## src/rtl/hififo_test_engine.sv

```systemverilog
// hififo_test_engine
//   Per-channel test endpoint for hififo_pcie FIFO pairs. Each channel pairs
//   one FPC (from-PC) FIFO with one TPC (to-PC) FIFO. Each channel runs in its
//   own mode: idle, loopback, counter source or counter checker.
//
// Ports
//   clock       single clock for all channels
//   reset       asynchronous, active-high; clears all state
//   mode        2 bits per channel: 0 idle, 1 loopback, 2 source, 3 checker
//   fifo_reset  per-channel FIFO reset from hififo (active-high)
//   err_clear   synchronous pulse, zeroes every error counter
//   fpc_ready   FPC FIFO holds a word (first-word fall-through)
//   fpc_data    FPC word per channel, channel c at [c*WIDTH +: WIDTH]
//   fpc_read    combinational pop strobe for the word presented this cycle
//   tpc_ready   TPC FIFO has room for at least 2 more words
//   tpc_write   registered push strobe
//   tpc_data    registered TPC word per channel
//   word_count  32 bits per channel; words consumed or produced, wraps
//   err_count   ERRW bits per channel; checker mismatches, saturating
//   led         low nibble of the last word popped on channel 0
module hififo_test_engine #(
  parameter int CHANNELS = 2,
  parameter int WIDTH    = 64,
  parameter int ERRW     = 16
) (
  input  logic                      clock,
  input  logic                      reset,
  input  logic [2*CHANNELS-1:0]     mode,
  input  logic [CHANNELS-1:0]       fifo_reset,
  input  logic                      err_clear,
  input  logic [CHANNELS-1:0]       fpc_ready,
  input  logic [WIDTH*CHANNELS-1:0] fpc_data,
  output logic [CHANNELS-1:0]       fpc_read,
  input  logic [CHANNELS-1:0]       tpc_ready,
  output logic [CHANNELS-1:0]       tpc_write,
  output logic [WIDTH*CHANNELS-1:0] tpc_data,
  output logic [32*CHANNELS-1:0]    word_count,
  output logic [ERRW*CHANNELS-1:0]  err_count,
  output logic [3:0]                led
);

  typedef enum logic [1:0] {
    MODE_IDLE = 2'd0,
    MODE_LOOP = 2'd1,
    MODE_SRC  = 2'd2,
    MODE_CHK  = 2'd3
  } mode_e;

  logic [3:0] r_led;

  for (genvar c = 0; c < CHANNELS; c++) begin : g_ch
    mode_e            r_mode;
    logic [WIDTH-1:0] r_seq;     // source counter or checker expected value
    logic [WIDTH-1:0] r_tdata;
    logic             r_twrite;
    logic [31:0]      r_wc;
    logic [ERRW-1:0]  r_err;

    mode_e            w_mode;
    logic [WIDTH-1:0] w_word;
    logic             w_change;
    logic             w_active;
    logic             w_pop;
    logic             w_mismatch;

    assign w_mode     = mode_e'(mode[2*c +: 2]);
    assign w_word     = fpc_data[c*WIDTH +: WIDTH];
    // r_mode lags the input by one cycle, so a difference marks the cycle
    // in which the mode changed; that cycle neither pops nor pushes.
    assign w_change   = (w_mode != r_mode);
    assign w_active   = !reset && !fifo_reset[c] && !w_change;
    assign w_mismatch = (w_word != r_seq);

    always_comb begin
      w_pop = 1'b0;
      if (w_active) begin
        case (w_mode)
          MODE_LOOP: w_pop = fpc_ready[c] & tpc_ready[c];
          MODE_CHK:  w_pop = fpc_ready[c];
          default:   w_pop = 1'b0;
        endcase
      end
    end

    always_ff @(posedge clock or posedge reset) begin
      if (reset) begin
        r_mode   <= MODE_IDLE;
        r_seq    <= '0;
        r_tdata  <= '0;
        r_twrite <= 1'b0;
        r_wc     <= '0;
        r_err    <= '0;
      end else begin
        r_mode   <= w_mode;
        r_twrite <= 1'b0;
        if (fifo_reset[c] || w_change) begin
          r_seq <= '0;
          r_wc  <= '0;
        end else begin
          case (w_mode)
            MODE_LOOP: begin
              if (w_pop) begin
                r_twrite <= 1'b1;
                r_tdata  <= w_word;
                r_wc     <= r_wc + 32'd1;
              end
            end
            MODE_SRC: begin
              if (tpc_ready[c]) begin
                r_twrite <= 1'b1;
                r_tdata  <= r_seq;
                r_seq    <= r_seq + 1'b1;
                r_wc     <= r_wc + 32'd1;
              end
            end
            MODE_CHK: begin
              if (w_pop) begin
                r_wc  <= r_wc + 32'd1;
                // a mismatch resynchronises to the received word
                r_seq <= w_mismatch ? w_word + 1'b1 : r_seq + 1'b1;
              end
            end
            default: ;
          endcase
        end
        // err_clear takes priority over a coincident mismatch
        if (err_clear) begin
          r_err <= '0;
        end else if (w_pop && (w_mode == MODE_CHK) && w_mismatch && (r_err != '1)) begin
          r_err <= r_err + 1'b1;
        end
      end
    end

    assign fpc_read[c]                   = w_pop;
    assign tpc_write[c]                  = r_twrite;
    assign tpc_data[c*WIDTH +: WIDTH]    = r_tdata;
    assign word_count[c*32 +: 32]        = r_wc;
    assign err_count[c*ERRW +: ERRW]     = r_err;
  end

  always_ff @(posedge clock or posedge reset) begin
    if (reset) begin
      r_led <= 4'h5;
    end else if (fpc_read[0]) begin
      r_led <= fpc_data[3:0];
    end
  end

  assign led = r_led;

endmodule

```

## config.mk

```make
export PLATFORM = sky130hd
export DESIGN_NAME = hififo_test_engine
export DESIGN_NICKNAME = d
export VERILOG_FILES = /design/src/rtl/hififo_test_engine.sv
export SDC_FILE = /design/constraint.sdc
export NUM_CORES = 1
export LEC_CHECK = 0
export BUFFER_PORTS_ARGS = -buffer_cell sky130_fd_sc_hd__buf_2
export CORE_ASPECT_RATIO = 1.1
export CORE_MARGIN = 4
export CORE_UTILIZATION = 35
export DETAILED_ROUTE_END_ITERATION = 10
export GPL_TIMING_DRIVEN = 0
export PLACE_DENSITY = 0.59
export REMOVE_ABC_BUFFERS = 1
export SYNTH_ARGS = -nofsm -noshare
export SYNTH_HDL_FRONTEND = slang
export SYNTH_SLANG_ARGS = --single-unit
```

## constraint.sdc

```tcl
create_clock -name clock -period 11.75 [get_ports clock]
set_input_delay 1.175 -clock clock [delete_from_list [all_inputs] [get_ports clock]]
set_output_delay 1.175 -clock clock [all_outputs]
set_load 0.01 [all_outputs]
```

==> results of run 1 <==
synthesized netlist by cell type (all sizes together) (3+ instances only):
library cell    n
o31ai           9
dfrtp         360
a211oi         16
and3           45
nor2          182
xor2          122
or4            13
mux2           12
o2bb2ai        63
o22ai          26
clkbuf        178
ha             14
nand4         123
nand2b          4
o31a            5
inv            77
or3            44
a32o            5
o2111ai         3
buf            63
o211ai          5
o221ai          8
o21ai         258
nor4           69
or2             9
nand2         310
xnor2         183
a31oi          39
and2           16
nor3          108
a22oi          19
nor2b          15
nand3         140
and4           22
nor3b           3
mux2i         179
nor4b           4
a2111oi        18
a22o            7
a21oi          87
flip-flops by register name, indices dropped and copies added (netlist names):
name and cells:
g_ch.r_err 32, g_ch.r_mode 4, g_ch.r_seq 128, g_ch.r_tdata 128
g_ch.r_twrite 2, g_ch.r_wc 64, led 4
cells by family (layout without fill, tap and decap cells):
group                      Yosys count  count (layout)  synth area share
xor gates and xnor gates           305             305             0.109
muxes                              191             191            0.0787
adders and majority gates           14              14           0.00716
DFF                                362             362             0.370
buffers and inverters              318             556            0.0527
and+or+nand+nor                   1114            1114             0.234
AOI/OAI and AO/OA                  585             585             0.148
other                                0              11                 0
through the flow:
| step | setup slack (ns) | utilization | total power, uW |
|---|---|---|---|
| finish | 6.67 | 0.414 | 3550 |
| global placement | -11.14 | 0.383 | 2190 |
| CTS | 6.84 | 0.413 | 3590 |
| global route | 6.61 | 0.413 | 3720 |
| detailed placement | 6.21 | 0.393 | 2210 |
| floorplan | -1.79 | - | 1840 |
report_power, final:
part           internal (uW)  switching (uW)  leakage (uW)
Combinational            257             439       0.00611
Sequential              1390            91.1       0.00490
Clock                    782             586      0.000701
layer usage:
| metal | wire (um) | share of wire | GRT usage |
|---|---|---|---|
| met1 | 38100 | 0.43 | 0.318 |
| met2 | 39900 | 0.45 | 0.358 |
| met3 | 7640 | 0.086 | 0.0485 |
| met4 | 3100 | 0.035 | 0.0785 |
| met5 | 34 | 0.00038 | 0 |
cell type report:
type | instances | area [um2]
Tap cell | 927 | 1160
Timing Repair Buffer | 397 | 2360
Clock inverter | 15 | 133
Clock buffer | 67 | 1290
Sequential cell | 362 | 9060
Inverter | 77 | 297
Antenna cell | 11 | 27.5
Multi-Input combinational cell | 2209 | 14300
Fill cell | 7065 | 40500
how the worst max path moves through the flow:
stage	startpoint	end
global route	mode[1]	g_ch[0].r_seq[54]$_DFFE_PP0P_
detailed placement	mode[1]	g_ch[0].r_seq[54]$_DFFE_PP0P_
floorplan	reset	g_ch[1].r_seq[0]$_DFFE_PP0P_
CTS	mode[1]	g_ch[0].r_seq[54]$_DFFE_PP0P_
finish	fpc_data[43]	g_ch[0].r_seq[61]$_DFFE_PP0P_
global placement	reset	g_ch[1].r_seq[0]$_DFFE_PP0P_
cells in the final DEF, fill, tap and decap left out, types with 86 or more instances in the layout:
cell type / instances
a21oi_1: 86
buf_2: 372
nor3_1: 102
nor2_1: 177
nand3_1: 137
xor2_1: 122
nand4_1: 117
dfrtp_1: 360
xnor2_1: 183
nand2_1: 305
mux2i_1: 179
o21ai_0: 255
worst max-delay path: stages:
cell     delay [ns]
buf_2          0.15
xnor2_1        0.32
nand4_1        0.16
nor4_1         0.51
nand4_1        1.20
nand2_4        1.33
mux2_2         0.42
a32o_1         0.20
==> flow_metrics.py, run 1 <==
metrics = {
    "global_routing": {
        "antenna_found_initial": 15,
        "grt_overflow": 0,
        "grt_max_degree": 113,
        "grtUsageTotal": 0.230,
        "grt_pass1_vias": 22038,
        "grt_pass1_wl_mm": 137,
    },
    "cells_and_area": {
        "area_growth_pct": 16.8,
        "final_cells": 4065,
        "postLayoutCellArea_um2": 28600,
        "layout-drive-gt1-share": 0.174,
        "nNetsFinal": 3247,
    },
    "critical_path": {
        "path_max_fanout": 68,
        "critPathLaunchType": "primary input",
        "reg2reg_depth": 7,
        "reg2reg_slack_ns": 6.87,
        "setup.worst_path.end_class": "flip-flop",
        "rr_endpoint": "g_ch[0].r_seq[61]$_DFFE_PP0P_",
        "critPathArrivalTime_ns": 5.54,
        "timing.rr.start": "g_ch[0].r_seq[43]$_DFFE_PP0P_",
        "cp.required_ns": 12.21,
        "worstSetupPathType": "in2reg",
    },
    "sta": {
        "tightestPinTransition_ns": 1.42,
        "fin_hold_ws_ns": 0.473,
        "rsz0062_at_grt": "no",
        "setup_tns_ns": 0,
        "skew_ns": 0.0240,
        "setup_violations": 0,
        "finalCritPeriodShare": 0.432,
        "slew_headroom": 0.0476,
        "finalCriticalPeriod_ns": 5.08,
        "finalMaxSlewViolations": 0,
        "finalHoldViolCount": 0,
        "timing.fmax_mhz": 197,
    },
    "yosys": {
        "async_flop_share": 1.00,
        "yosysSeqAreaShare": 0.370,
        "netlist_instances": 2889,
        "syn_area_um2": 24500,
        "synth_ff_type": "dfrtp_1",
        "ys_types": 80,
        "avgSynthCellArea_um2": 8.47,
        "yosys_register_bits": 362,
        "ys_warn_count": 0,
        "yosysTopAreaCellShare": 0.368,
        "yosysTopAreaCell": "dfrtp_1",
        "synthTopCellsByArea": "dfrtp_1 (37%), mux2i_1 (7.3%), xnor2_1 (6.5%)",
        "synth_edf_count": 0,
    },
    "placed_design": {
        "dp.final_hpwl_mm": 64.1,
        "placed_area_um2": 27100,
        "port_buffers": 372,
        "dp.cells": 3972,
        "globalplace.congestion": 0.953,
    },
    "floorplanning": {
        "die_h_um": 285,
        "start_util": 0.354,
        "die_area_um2": 74200,
        "num_rows": 101,
        "fp.dieW_um": 260,
        "boundaryPins": 373,
        "core_area_um2": 69100,
    },
    "clock_network": {
        "post_cts_buffers": 0,
        "cts_num_sinks": 362,
        "cts_max_path_buffers": 3,
        "cts_tree": "done",
        "cts_hold_buf": 0,
        "clk_root_buffer_cell": "clkbuf_16",
        "cts_made_buffers": 45,
        "cts_htree_levels": 2,
        "post_cts_resize_count": 0,
        "clk_pin_slew_ns": 0.06,
        "clock_latency_ns": 0.59,
    },
    "worst_hold_path": {
        "hold_path_class": "reg2reg",
        "hold_depth": 2,
        "hold_end": "g_ch[1].r_tdata[30]$_DFFE_PP0P_",
        "holdCritStartpoint": "g_ch[1].r_tdata[30]$_DFFE_PP0P_",
    },
    "drt": {
        "vias": 23263,
        "drcViolationCount": 0,
        "wl_mm": 88.7,
        "drtAntennaViolNets": 0,
        "wire_per_inst_um": 21.8,
        "firstDrtPassIters": 8,
        "via_per_inst": 5.72,
        "first_iter_violations": 2371,
    },
    "run_status": {
        "status": "finished with violations",
        "violations": "max-capacitance violations",
    },
    "power": {
        "ir_drop_mv": 0.0937,
        "p_leak_uw": 0.0117,
        "powerDensity_nw_per_um2": 124,
    },
    "run": {
        "maxCapViolations": 1,
    },
}
No activity file was read; power rests on OpenSTA's default activity.
==> run 2: changes to the inputs <==
--- a/config.mk
+++ b/config.mk
@@ -11,7 +11,7 @@
 export CORE_UTILIZATION = 35
 export DETAILED_ROUTE_END_ITERATION = 10
 export GPL_TIMING_DRIVEN = 0
-export PLACE_DENSITY = 0.59
+export PLACE_DENSITY = 0.58
 export REMOVE_ABC_BUFFERS = 1
 export SYNTH_ARGS = -nofsm -noshare
 export SYNTH_HDL_FRONTEND = slang
==> constraint.sdc (replaced) <==
create_clock -name clock -period 4.8 [get_ports clock]
set_input_delay 0.48 -clock clock [delete_from_list [all_inputs] [get_ports clock]]
set_output_delay 0.48 -clock clock [all_outputs]
set_load 0.01 [all_outputs]
==> run 2 against run 1 <==
Effect of this change:
- hold slack worse by 0.39 ns
- largest power group is now clock
- the run still ends with max-capacitance violations left
- sequential power is 140% higher
- non-clock buffer count is 1 higher
- clock-buffer cell count is 3 lower
- power grew to 2.6 times the previous value
==> flow_metrics.py, run 2 (same netlist as run 1, synthesis figures left out) <==
metrics = {
    "sta": {
        "finalCritPeriodShare": 0.967,
        "setup_tns_ns": 0,
        "tightestPinTransition_ns": 1.47,
        "rsz0062_at_grt": "no",
        "setup_violations": 0,
        "fin_hold_ws_ns": 0.0805,
        "finalHoldViolCount": 0,
        "skew_ns": 0.0387,
        "timing.fmax_mhz": 215,
        "finalCriticalPeriod_ns": 4.64,
        "finalMaxSlewViolations": 0,
        "slew_headroom": 0.0185,
    },
    "power": {
        "p_leak_uw": 0.0119,
        "ir_drop_mv": 0.227,
        "powerDensity_nw_per_um2": 322,
    },
    "placed_design": {
        "port_buffers": 372,
        "placed_area_um2": 27200,
        "dp.final_hpwl_mm": 64.1,
        "globalplace.congestion": 0.939,
    },
    "clock_network": {
        "cts_tree": "done",
        "post_cts_buffers": 0,
        "cts_htree_levels": 2,
        "post_cts_resize_count": 0,
        "cts_made_buffers": 46,
        "clk_root_buffer_cell": "clkbuf_16",
        "cts_max_path_buffers": 3,
        "clock_latency_ns": 0.61,
        "cts_num_sinks": 362,
        "clk_pin_slew_ns": 0.06,
        "cts_hold_buf": 0,
    },
    "cells_and_area": {
        "multi_input_area_um2": 14300,
        "area_growth_pct": 18.2,
        "fill_cells": 7012,
        "register_area_um2": 9060,
        "layout_commonest_cell": "buf_2",
        "postLayoutCellArea_um2": 28900,
        "nNetsFinal": 3250,
        "largestRegisters": "g_ch.r_seq x128, g_ch.r_tdata x128, g_ch.r_wc x64",
        "layout-drive-gt1-share": 0.177,
        "layout_common_cells": "buf_2 (372), dfrtp_1 (360), nand2_1 (305)",
    },
    "global_routing": {
        "grt_pass1_wl_mm": 137,
        "grtUsageTotal": 0.231,
        "antenna_found_initial": 13,
        "grt_overflow": 0,
        "grt_max_degree": 113,
        "grt_pass1_vias": 22226,
    },
    "critical_path": {
        "critPathLaunchType": "flip-flop",
        "crit_path_start": "g_ch[0].r_seq[43]$_DFFE_PP0P_",
        "cp.required_ns": 5.29,
        "path_max_fanout": 34,
        "timing.rr.start": "g_ch[0].r_seq[43]$_DFFE_PP0P_",
        "setup.worst_path.end_class": "flip-flop",
        "critPathArrivalTime_ns": 5.13,
        "worstSetupPathType": "reg2reg",
    },
    "run_status": {
        "violations": "max-capacitance violations",
        "status": "finished with violations",
    },
    "drt": {
        "first_iter_violations": 2329,
        "highest_layer": "met5",
        "drcViolationCount": 0,
        "dr_wl_met2_mm": 41.1,
        "wire_per_inst_um": 22.1,
        "via_per_inst": 5.77,
        "wl_met1_mm": 38.4,
        "firstDrtPassIters": 6,
        "drtAntennaViolNets": 0,
        "wl_met3_mm": 7.42,
        "wl_mm": 89.9,
        "vias": 23465,
    },
    "floorplanning": {
        "core_area_um2": 69100,
        "die_h_um": 285,
        "fp.dieW_um": 260,
        "start_util": 0.354,
        "boundaryPins": 373,
        "num_rows": 101,
        "die_area_um2": 74200,
    },
    "worst_hold_path": {
        "holdCritStartpoint": "mode[2]",
        "hold_path_class": "in2reg",
    },
    "run": {
        "maxCapViolations": 1,
    },
}
==> run 2: stage by stage <==
stage	power (uW)	utilization	setup WS [ns]	instances
2_1_floorplan	4500	-	-8.04	2648
3_3_place_gp	5360	0.383	-17.39	3947
3_5_place_dp	5400	0.393	-0.191	3973
4_1_cts	9430	0.418	0.157	4059
5_1_grt	9730	0.419	0.0735	4065
6_report	9320	0.419	0.157	4068
==> run 2: final cells by class <==
class / instances / share of cell area
flip-flops and latches: 362 / 0.313
repair buffers: 398 / 0.0836
multi-input cells: 2210 / 0.493
clock inverters: 22 / 0.0133
inverters: 77 / 0.0102
diodes: 8 / 0.000692
clock buffers: 64 / 0.0459
well taps: 927 / 0.0401
==> run 2: power by group <==
part | internal (uW) | switching, uW
clock network | 2470 | 1500
registers | 3410 | 227
logic | 633 | 1070
total | 6520 | 2800
==> run 2: per-layer routing <==
layer,vias to the layer above,GRT usage
li1,10831,-
met1,11431,0.316
met4,8,0.0780
met5,-,0
met2,1005,0.366
met3,190,0.0470
==> run 2: worst max-delay path, stage by stage (launching register included) <==
cell	delay (ns)
dfrtp_1	0.49
xnor2_1	0.40
nand4_1	0.17
nor4_1	0.52
nand4_1	1.22
nand2_2	1.34
a22oi_1	0.15
a31oi_1	0.21
==> run 2: final timing paths <==
path / slack (ns) / end / cells past startpoint
min in group asynchronous: 0.09 / g_ch[1].r_err[9]$_DFFE_PP0P_ / 2
setup / recovery: 0.16 / g_ch[0].r_seq[37]$_DFFE_PP0P_ / 7
setup reg to reg: 0.16 / g_ch[0].r_seq[37]$_DFFE_PP0P_ / 7
max in group asynchronous: 3.20 / g_ch[1].r_tdata[23]$_DFFE_PP0P_ / 4
hold / removal: 0.08 / g_ch[1].r_mode[0]$_DFF_PP0_ / 1
hold reg to reg: 0.47 / g_ch[0].r_tdata[34]$_DFFE_PP0P_ / 2
==> run 3: changes to the inputs <==
==> constraint.sdc (replaced) <==
create_clock -name clock -period 5.13 [get_ports clock]
set_input_delay 0.513 -clock clock [delete_from_list [all_inputs] [get_ports clock]]
set_output_delay 0.513 -clock clock [all_outputs]
set_load 0.01 [all_outputs]
==> run 3 against run 2 <==
Effect of this change:
- the flow now finishes without violations
- clock-buffer cell count unchanged
- via count decreased by 0.40%
- clock power decreased by 6.5%
- global-route usage is the same
==> flow_metrics.py, run 3 (same netlist as run 1, synthesis figures left out) <==
metrics = {
    "run_status": {
        "status": "complete, no violations",
    },
    "critical_path": {
        "worstSetupPathType": "reg2reg",
        "cp.required_ns": 5.62,
        "critPathLaunchType": "flip-flop",
        "path_max_fanout": 68,
        "reg2reg_depth": 7,
        "critPathArrivalTime_ns": 5.42,
        "setup.worst_path.end_class": "flip-flop",
    },
    "floorplanning": {
        "core_area_um2": 69100,
        "num_rows": 101,
        "start_util": 0.354,
        "die_h_um": 285,
        "boundaryPins": 373,
        "die_area_um2": 74200,
        "fp.dieW_um": 260,
    },
    "placed_design": {
        "place_ws_ns": 0.106,
        "port_buffers": 372,
        "dp.final_hpwl_mm": 64.1,
        "globalplace.congestion": 0.939,
        "dp.cells": 3973,
    },
    "sta": {
        "finalMaxSlewViolations": 0,
        "layout_setup_ws_ns": 0.199,
        "slew_headroom": 0.0593,
        "skew_ns": 0.0395,
        "finalCriticalPeriod_ns": 4.93,
        "setup_tns_ns": 0,
        "setup_violations": 0,
        "rsz0062_at_grt": "no",
        "tightestPinTransition_ns": 1.41,
        "finalCritPeriodShare": 0.961,
        "finalHoldViolCount": 0,
        "timing.fmax_mhz": 203,
    },
    "drt": {
        "wire_per_inst_um": 22.0,
        "vias": 23372,
        "via_per_inst": 5.75,
        "firstDrtPassIters": 6,
        "first_iter_violations": 2261,
        "wl_mm": 89.3,
        "drcViolationCount": 0,
        "drtAntennaViolNets": 0,
    },
    "cells_and_area": {
        "final_cells": 4066,
        "layout-drive-gt1-share": 0.177,
        "utilization": 0.419,
        "layout_common_cells": "buf_2 (372), dfrtp_1 (360), nand2_1 (305)",
        "largestRegisters": "g_ch.r_seq x128, g_ch.r_tdata x128, g_ch.r_wc x64",
        "fill_cells": 7014,
        "layout_commonest_cell": "buf_2",
        "area_growth_pct": 18.2,
        "nNetsFinal": 3249,
    },
    "clock_network": {
        "cts_num_sinks": 362,
        "clock_latency_ns": 0.60,
        "post_cts_resize_count": 0,
        "cts_htree_levels": 2,
        "cts_tree": "done",
        "cts_max_path_buffers": 3,
        "cts_made_buffers": 46,
        "cts_hold_buf": 0,
        "post_cts_buffers": 0,
        "clk_root_buffer_cell": "clkbuf_16",
        "clk_pin_slew_ns": 0.06,
    },
    "global_routing": {
        "grt_overflow": 0,
        "antenna_found_initial": 13,
        "grt_pass1_wl_mm": 137,
        "grt_pass1_vias": 22226,
        "grtUsageTotal": 0.231,
        "grt_max_degree": 113,
    },
    "power": {
        "p_int_uw": 6100,
        "p_switching_uw": 2610,
        "pwr-share-comb": 0.183,
        "switching_share": 0.300,
        "powerDensity_nw_per_um2": 301,
        "p_leak_uw": 0.0119,
        "p_seq_frac": 0.391,
        "power_frac_clock": 0.427,
        "ir_drop_mv": 0.212,
    },
    "worst_hold_path": {
        "hold_path_class": "in2reg",
        "hold_depth": 1,
    },
    "run": {
        "maxCapViolations": 0,
    },
}
## run 3: worst paths after layout
check | slack (ns) | startpoint | to
setup / recovery | 0.20 | g_ch[0].r_seq[43]$_DFFE_PP0P_ | g_ch[0].r_seq[49]$_DFFE_PP0P_
hold / removal | 0.11 | mode[2] | g_ch[1].r_mode[0]$_DFF_PP0_
setup reg to reg | 0.20 | g_ch[0].r_seq[43]$_DFFE_PP0P_ | g_ch[0].r_seq[49]$_DFFE_PP0P_
hold reg to reg | 0.47 | g_ch[0].r_tdata[15]$_DFFE_PP0P_ | g_ch[0].r_tdata[15]$_DFFE_PP0P_
max in group asynchronous | 3.50 | reset | g_ch[1].r_tdata[23]$_DFFE_PP0P_
min in group asynchronous | 0.13 | reset | g_ch[1].r_err[9]$_DFFE_PP0P_
## run 3: worst max-delay path: stages, from the launching register on
cell	delay [ns]
dfrtp_1	0.49
xnor2_1	0.42
nand4_1	0.17
nor4_1	0.54
nand4_1	1.20
nand2_4	1.29
mux2_2	0.42
a32o_1	0.20
## run 3: area by class of cell
type | count | area (um2) | area share
antenna | 7 | 17.5 | 0.000605
clock buffer | 64 | 1330 | 0.0459
clock inverter | 22 | 385 | 0.0133
inverter | 77 | 297 | 0.0102
multi-input combinational | 2209 | 14300 | 0.493
sequential | 362 | 9060 | 0.313
tap | 927 | 1160 | 0.0401
timing repair buffer | 398 | 2420 | 0.0836
## run 3: stage by stage
stage / total power (uW) / instance area (um2) / hold WS (ns)
finish: 8720 / 28900 / 0.114
global placement: 5010 / 26500 / 0.458
global route: 9100 / 28900 / 0.0822
CTS: 8820 / 28900 / 0.0677
floorplan: 4210 / 23500 / 0.512
detailed placement: 5060 / 27200 / 0.464
## run 3: power by group through the flow
stage	Sequential, uW	Clock (uW)	Combinational (uW)
detailed placement	3460	0	1600
floorplan	3580	0	626
global route	3450	3910	1740
finish	3410	3720	1590
CTS	3410	3810	1600
global placement	3460	0	1550
## run 3: layer usage
layer	GRT usage	share of wire
met2	0.366	0.46
met4	0.0780	0.035
met5	0	0.00062
met3	0.0470	0.080
met1	0.316	0.43
